===== config.mk =====
export PLATFORM = sky130hd
export DESIGN_NAME = forward_control_unit_flat
export DESIGN_NICKNAME = d
export VERILOG_FILES = /design/src/rtl/forward_control_unit_if.sv /design/src/rtl/forward_control_unit.sv /design/src/flat_wrapper.sv
export SDC_FILE = /design/constraint.sdc
export NUM_CORES = 1
export LEC_CHECK = 0
export BUFFER_PORTS_ARGS = -buffer_cell sky130_fd_sc_hd__buf_2
export CAP_MARGIN = 20
export CELL_PAD_IN_SITES_DETAIL_PLACEMENT = 0
export CELL_PAD_IN_SITES_GLOBAL_PLACEMENT = 1
export CORE_ASPECT_RATIO = 0.6
export CORE_MARGIN = 2
export CORE_UTILIZATION = 25
export DETAILED_ROUTE_END_ITERATION = 10
export PLACE_DENSITY = 0.48
export SYNTH_ARGS = -nofsm -noshare
export SYNTH_HDL_FRONTEND = slang
export SYNTH_SLANG_ARGS = --single-unit

===== constraint.sdc =====
create_clock -name clk -period 5.2 [get_ports clk]
set_clock_uncertainty 0.2 [all_clocks]
set_input_delay 1.04 -clock clk [delete_from_list [all_inputs] [get_ports clk]]
set_output_delay 1.04 -clock clk [all_outputs]
set_load 0.05 [all_outputs]

===== src/rtl/forward_control_unit_if.sv =====
// Decode-side hazard inputs and Execute-side forwarding/stall outputs of the forwarding controller.
// The master drives the Decode and pipeline-control inputs; the slave (the controller) drives the selects, stall/bubble and counter.
interface forward_control_unit_if #(
  parameter int REG_ADDR_W  = 5,
  parameter int STALL_CNT_W = 16
);
  logic                   idValid;
  logic [REG_ADDR_W-1:0]  idRs1;
  logic [REG_ADDR_W-1:0]  idRs2;
  logic [REG_ADDR_W-1:0]  idRd;
  logic                   idRegWrite;
  logic                   idMemRead;
  logic                   exFlush;
  logic                   pipeHold;
  logic [1:0]             forwardSelect1;
  logic [1:0]             forwardSelect2;
  logic                   stallDecode;
  logic                   bubbleExecute;
  logic [STALL_CNT_W-1:0] stallCount;

  modport master (
    output idValid, idRs1, idRs2, idRd, idRegWrite, idMemRead, exFlush, pipeHold,
    input  forwardSelect1, forwardSelect2, stallDecode, bubbleExecute, stallCount
  );

  modport slave (
    input  idValid, idRs1, idRs2, idRd, idRegWrite, idMemRead, exFlush, pipeHold,
    output forwardSelect1, forwardSelect2, stallDecode, bubbleExecute, stallCount
  );
endinterface


===== src/rtl/forward_control_unit.sv =====
// Forwarding select, load-use stall/bubble and stall-cycle counter for the 5-stage core.
// Zero-cycle combinational outputs from EX/MEM/WB metadata; pipeHold freezes all state including the counter.
module forward_control_unit #(
  parameter int REG_ADDR_W  = 5,
  parameter int STALL_CNT_W = 16
) (
  input logic                   clk,
  input logic                   rst_n,
  forward_control_unit_if.slave bus
);

  typedef logic [REG_ADDR_W-1:0] regAddr_t;

  typedef struct packed {
    logic     valid;
    regAddr_t rs1;
    regAddr_t rs2;
    regAddr_t rd;
    logic     regWrite;
    logic     memRead;
  } exStage_t;

  typedef struct packed {
    logic     valid;
    regAddr_t rd;
    logic     regWrite;
  } wrStage_t;

  exStage_t               exStage;
  wrStage_t               memStage;
  wrStage_t               wbStage;
  logic [STALL_CNT_W-1:0] stallCnt;
  logic                   hazard;
  logic                   stallDecode;
  logic                   bubbleExecute;
  logic [1:0]             fwdSel1;
  logic [1:0]             fwdSel2;

  function automatic logic writesReg(input wrStage_t stage, input regAddr_t r);
    return stage.valid && stage.regWrite && (stage.rd == r) && (r != '0);
  endfunction

  // MEM is checked first: it holds the youngest producer of the register.
  function automatic logic [1:0] selectFor(input logic exValid, input wrStage_t memS,
                                           input wrStage_t wbS, input regAddr_t r);
    if (!exValid)           return 2'b00;
    if (writesReg(memS, r)) return 2'b01;
    if (writesReg(wbS, r))  return 2'b10;
    return 2'b00;
  endfunction

  always_comb begin
    hazard = exStage.valid && exStage.memRead && exStage.regWrite && (exStage.rd != '0) &&
             bus.idValid && ((exStage.rd == bus.idRs1) || (exStage.rd == bus.idRs2));
    // A taken branch discards the Decode instruction, so it must not be held.
    stallDecode   = hazard && !bus.exFlush;
    bubbleExecute = hazard || bus.exFlush;
    fwdSel1       = selectFor(exStage.valid, memStage, wbStage, exStage.rs1);
    fwdSel2       = selectFor(exStage.valid, memStage, wbStage, exStage.rs2);
  end

  always_ff @(posedge clk or negedge rst_n) begin
    if (!rst_n) begin
      exStage  <= '0;
      memStage <= '0;
      wbStage  <= '0;
      stallCnt <= '0;
    end else if (!bus.pipeHold) begin
      wbStage  <= memStage;
      memStage <= '{valid: exStage.valid, rd: exStage.rd, regWrite: exStage.regWrite};
      if (bubbleExecute || !bus.idValid) begin
        exStage <= '0;
      end else begin
        exStage <= '{valid: 1'b1, rs1: bus.idRs1, rs2: bus.idRs2, rd: bus.idRd,
                     regWrite: bus.idRegWrite, memRead: bus.idMemRead};
      end
      if (stallDecode && (stallCnt != '1)) begin
        stallCnt <= stallCnt + STALL_CNT_W'(1);
      end
    end
  end

  assign bus.forwardSelect1 = fwdSel1;
  assign bus.forwardSelect2 = fwdSel2;
  assign bus.stallDecode    = stallDecode;
  assign bus.bubbleExecute  = bubbleExecute;
  assign bus.stallCount     = stallCnt;

endmodule


===== src/flat_wrapper.sv =====
// flat-port wrapper written by rule: the top's interface ports become plain ports
module forward_control_unit_flat 
#(
  parameter int REG_ADDR_W  = 5,
  parameter int STALL_CNT_W = 16
)
  (clk, rst_n, bus_idValid, bus_idRs1, bus_idRs2, bus_idRd, bus_idRegWrite, bus_idMemRead, bus_exFlush, bus_pipeHold, bus_forwardSelect1, bus_forwardSelect2, bus_stallDecode, bus_bubbleExecute, bus_stallCount);
  forward_control_unit_if #(.REG_ADDR_W(REG_ADDR_W), .STALL_CNT_W(STALL_CNT_W)) bus_i ();
  input logic clk;
  input logic rst_n;
  input wire logic [$bits(bus_i.idValid)-1:0] bus_idValid;
  input wire logic [$bits(bus_i.idRs1)-1:0] bus_idRs1;
  input wire logic [$bits(bus_i.idRs2)-1:0] bus_idRs2;
  input wire logic [$bits(bus_i.idRd)-1:0] bus_idRd;
  input wire logic [$bits(bus_i.idRegWrite)-1:0] bus_idRegWrite;
  input wire logic [$bits(bus_i.idMemRead)-1:0] bus_idMemRead;
  input wire logic [$bits(bus_i.exFlush)-1:0] bus_exFlush;
  input wire logic [$bits(bus_i.pipeHold)-1:0] bus_pipeHold;
  output wire logic [$bits(bus_i.forwardSelect1)-1:0] bus_forwardSelect1;
  output wire logic [$bits(bus_i.forwardSelect2)-1:0] bus_forwardSelect2;
  output wire logic [$bits(bus_i.stallDecode)-1:0] bus_stallDecode;
  output wire logic [$bits(bus_i.bubbleExecute)-1:0] bus_bubbleExecute;
  output wire logic [$bits(bus_i.stallCount)-1:0] bus_stallCount;
  assign bus_i.idValid = bus_idValid;
  assign bus_i.idRs1 = bus_idRs1;
  assign bus_i.idRs2 = bus_idRs2;
  assign bus_i.idRd = bus_idRd;
  assign bus_i.idRegWrite = bus_idRegWrite;
  assign bus_i.idMemRead = bus_idMemRead;
  assign bus_i.exFlush = bus_exFlush;
  assign bus_i.pipeHold = bus_pipeHold;
  assign bus_forwardSelect1 = bus_i.forwardSelect1;
  assign bus_forwardSelect2 = bus_i.forwardSelect2;
  assign bus_stallDecode = bus_i.stallDecode;
  assign bus_bubbleExecute = bus_i.bubbleExecute;
  assign bus_stallCount = bus_i.stallCount;
  forward_control_unit #(.REG_ADDR_W(REG_ADDR_W), .STALL_CNT_W(STALL_CNT_W)) u_core (.clk(clk), .rst_n(rst_n), .bus(bus_i));
endmodule

==> key figures <==
CTS
  – Clock buffer count from CTS: 5
  – # clock sinks: 48
  – Clock latency of the later-clocked register in the worst-skew pair: 0.29 ns
  – CTS Root Cell: sky130_fd_sc_hd__clkbuf_16
  – Clock H-tree levels: 2
  – Hold buffers post-CTS: 0
  – TritonCTS clock tree: built
  – Post-cts resize count: 0
  – Clock transition at the registers of the reported paths: 0.06 ns
  – Count of buffers added by post-CTS timing repair for setup: 0
  – CTS max path bufs: 2

Finish
  – Number of fillers in the final layout: between 900 and 1k
  – Fraction of final layout cells sized beyond drive strength 1: 0.285
  – Final non-filler cell total: 383
  – Synth-to-Final Area Change: 21.5%
  – Number of nets in the final layout: about 280
  – Reg area: 1200 um2
  – Footprint of the multi-input gates: about 1200 um2
  – Antenna diode count: 0

GRT
  – First-pass GRT wire length: between 9000 and 10,000 um
  – Largest net degree at the start of global routing: 49
  – Number of antenna violations at the first check in global routing: 0
  – Total track usage: 0.128
  – Total gr overflow: 0
  – Vias in the first global route: between 1.5k and 2k

Synth
  – Synthesized Nets: 231
  – Synth Flop Type: sky130_fd_sc_hd__dfrtp_1
  – Largest cells by area after synthesis: sky130_fd_sc_hd__dfrtp_1 (50%), sky130_fd_sc_hd__xnor2_1 (15%), sky130_fd_sc_hd__mux2_2 (7.0%)
  – Most used standard cells in the synthesized netlist: sky130_fd_sc_hd__dfrtp_1 (48), sky130_fd_sc_hd__xnor2_1 (41), sky130_fd_sc_hd__a22o_1 (17)
  – Synth unique cells: 29
  – Cell area after technology mapping: roughly 2400 um2
  – Synth Register Bits: 48
  – Area leader, netlist: sky130_fd_sc_hd__dfrtp_1
  – Most numerous cell in the Yosys netlist: sky130_fd_sc_hd__dfrtp_1
  – Mean instance size in the synthesized netlist: 11.5 um2
  – Sequential share of the synthesized area: 0.500
  – Ys Warns: 0
  – Async S/R FF share, synth: 1.00
  – Number of enable flip-flop cells after synthesis: 0
  – Synth top area share: 0.500
  – Synth Instances: 208

Critical path
  – Master of the slowest instance on the critical path: sky130_fd_sc_hd__buf_2
  – Ordered cell list for the critical path: buf_2, xnor2_1, nand3_1, o22ai_2, buf_4, nand2_1, nor2_1, buf_2
  – Cell seen most often among critical-path stages: sky130_fd_sc_hd__buf_2
  – CP Max Fanout: 17
  – Worst stage delay on the critical path: 0.26 ns
  – Type of the setup path with the least slack: primary input to output pin
  – Critical Path Source Type: primary input
  – CP Buf/Inv Count: 3
  – Category of the worst setup path capture point: output pin
  – Critical path data arrival time: 2.30 ns
  – Data required, critical path: 3.96 ns
  – Cell type group with the largest total delay on the critical path: buffers and inverters

Outcome
  – Result of the run: complete, no violations

Place
  – HPWL after detailed placement: 4400 um
  – Number of port buffers: 43
  – Routability-driven placement congestion ratio: about 0.77
  – Placed Cells incl. Taps: 375

Power and ir drop
  – Sequential power share: 0.475
  – Reported net switching power: 0.213 mW
  – Combinational cell fraction of total power: 0.104
  – Clock network power share: 0.421
  – Power per unit of standard cell area: 300 nW/um2
  – Int Power: approximately 0.66 mW
  – Standby leakage power: roughly 1.3 nW
  – Peak supply drop: 112 uV
  – Switching portion of total power: 0.243
  – Design Power: ~0.9 mW

Drt
  – Via/cell ratio: between 4 and 5
  – DRC Markers: 0
  – Pre-antenna DRT Iters: 4
  – Number of routed nets with antenna violations: 0
  – Final routed wirelength across all metal layers: 6170 um
  – Iteration-0 DRC Markers: 110
  – Via total after detailed routing: between 1.5k and 2k
  – Mean routed wirelength per cell: 16.1 um

Floorplan
  – Area enclosed by the die boundary: about 10,000 um2
  – Site row count: 27
  – Chip width: around 130 um
  – I/O pin count: 44
  – Starting density of the core: 0.259
  – Core box area: 9260 um2
  – DIE HEIGHT: 79.9 um

Timing
  – Max-slew headroom at the worst pin: 0.495
  – Tightest hold margin: 0.302 ns
  – Number of slew-limit violations in the final report: 0
  – Total negative setup slack: 0 ns
  – Unrepaired setup endpoints after global routing: false
  – Minimum period implied by the final worst setup slack: approximately 3.5 ns
  – Slew of the pin with the lowest slew margin: 0.754 ns
  – Period utilisation layout: 0.680
  – Total setup violations reported at the end of the flow: 0
  – Final Hold Viols: 0
  – Max Fclk: ~280 MHz

Worst hold path
  – Hold Crit Class: flop to flop

Job
  – Max-capacitance violation count: 0
==> logic make-up (layout without fill, tap and decap cells) <==
logic type | after synthesis | after routing | share of synthesized area
compound gates | 21 | 21 | 0.0808
fa+ha+maj | 1 | 1 | 0.00521
xor+xnor | 45 | 45 | 0.164
simple gates | 69 | 69 | 0.161
mux | 15 | 15 | 0.0703
buf+inv | 9 | 54 | 0.0182
flops | 48 | 48 | 0.500
==> cell type report <==
cell class                 instances  area share
clock buffer                       6      0.0442
clock inverter                     2      0.0120
inverter                           1     0.00129
multi-input combinational        151       0.396
sequential                        48       0.412
tap                              130      0.0557
timing repair buffer              45      0.0789
==> placed cells by master, fill, tap and decap left out, types with 2 or more instances in the layout <==
cell type / netlist / layout
sky130_fd_sc_hd__buf_2: 2 / 43
sky130_fd_sc_hd__a22o_1: 17 / 17
sky130_fd_sc_hd__xor2_1: 4 / 4
sky130_fd_sc_hd__buf_4: 0 / 2
sky130_fd_sc_hd__nor2_1: 8 / 8
sky130_fd_sc_hd__mux2_2: 15 / 15
sky130_fd_sc_hd__and4_1: 2 / 2
sky130_fd_sc_hd__nor3_1: 3 / 3
sky130_fd_sc_hd__clkbuf_16: 0 / 5
sky130_fd_sc_hd__nand2_1: 8 / 8
sky130_fd_sc_hd__or4_1: 5 / 5
sky130_fd_sc_hd__dfrtp_1: 48 / 48
sky130_fd_sc_hd__nand3_1: 14 / 14
sky130_fd_sc_hd__nor4_1: 4 / 4
sky130_fd_sc_hd__xnor2_1: 41 / 41
sky130_fd_sc_hd__nand4_1: 14 / 14
sky130_fd_sc_hd__and3_1: 3 / 3
sky130_fd_sc_hd__and2_1: 2 / 2
sky130_fd_sc_hd__nor3b_1: 2 / 2
==> final timing paths <==
path	startpoint	to	slack (ns)	cells past startpoint
worst max-delay path	bus_idRs1[0]	bus_stallDecode	1.66	8
worst min-delay path	u_core.bus.stallCount[9]	u_core.bus.stallCount[9]	0.30	1
worst max register to register	u_core.exStage[2]	u_core.bus.stallCount[1]	2.87	5
worst min register to register	u_core.bus.stallCount[9]	u_core.bus.stallCount[9]	0.30	1
max in group asynchronous	rst_n	u_core.exStage[10]	3.68	2
min in group asynchronous	rst_n	u_core.bus.stallCount[10]	0.66	2
==> state kept, by name (all words and copies together), names as in the netlist <==
name	flops
u_core.wbStage	7
u_core.memStage	7
u_core.exStage	18
u_core.bus.stallCount	16
==> through the flow <==
stage / instance area (um2) / utilization / worst slack [ns]
5_1_grt: 2920 / 0.315 / 1.53
4_1_cts: 2920 / 0.315 / 1.64
2_1_floorplan: 2400 / - / 1.33
3_5_place_dp: 2750 / 0.298 / 1.65
3_3_place_gp: 2750 / 0.298 / 1.68
6_report: 2920 / 0.315 / 1.66
==> worst reg2reg max path, delay by kind of cell, from the launching register on <==
kind | cells | cell delay (ns)
DFF | 1 | 0.47
and+or+nand+nor | 3 | 1.01
muxes | 1 | 0.35
AOI/OAI and AO/OA | 1 | 0.19
==> power groups by stage <==
stage	Combinational (mW)	Clock [mW]	Sequential, mW
finish	0.0910	0.369	0.416
global route	0.102	0.396	0.420
CTS	0.0927	0.378	0.416
detailed placement	0.0924	0	0.423
global placement	0.0933	0	0.424
floorplan	0.0628	0	0.414
==> routing by layer <==
layer / GRT usage / part of all wire / vias up
met4: 0.0351 / 0.0092 / 0
met5: 0 / 0 / -
met2: 0.143 / 0.34 / 29
li1: - / - / 847
met3: 0.0308 / 0.031 / 5
met1: 0.224 / 0.62 / 823
Note: power is estimated with default switching activity, not from simulation.
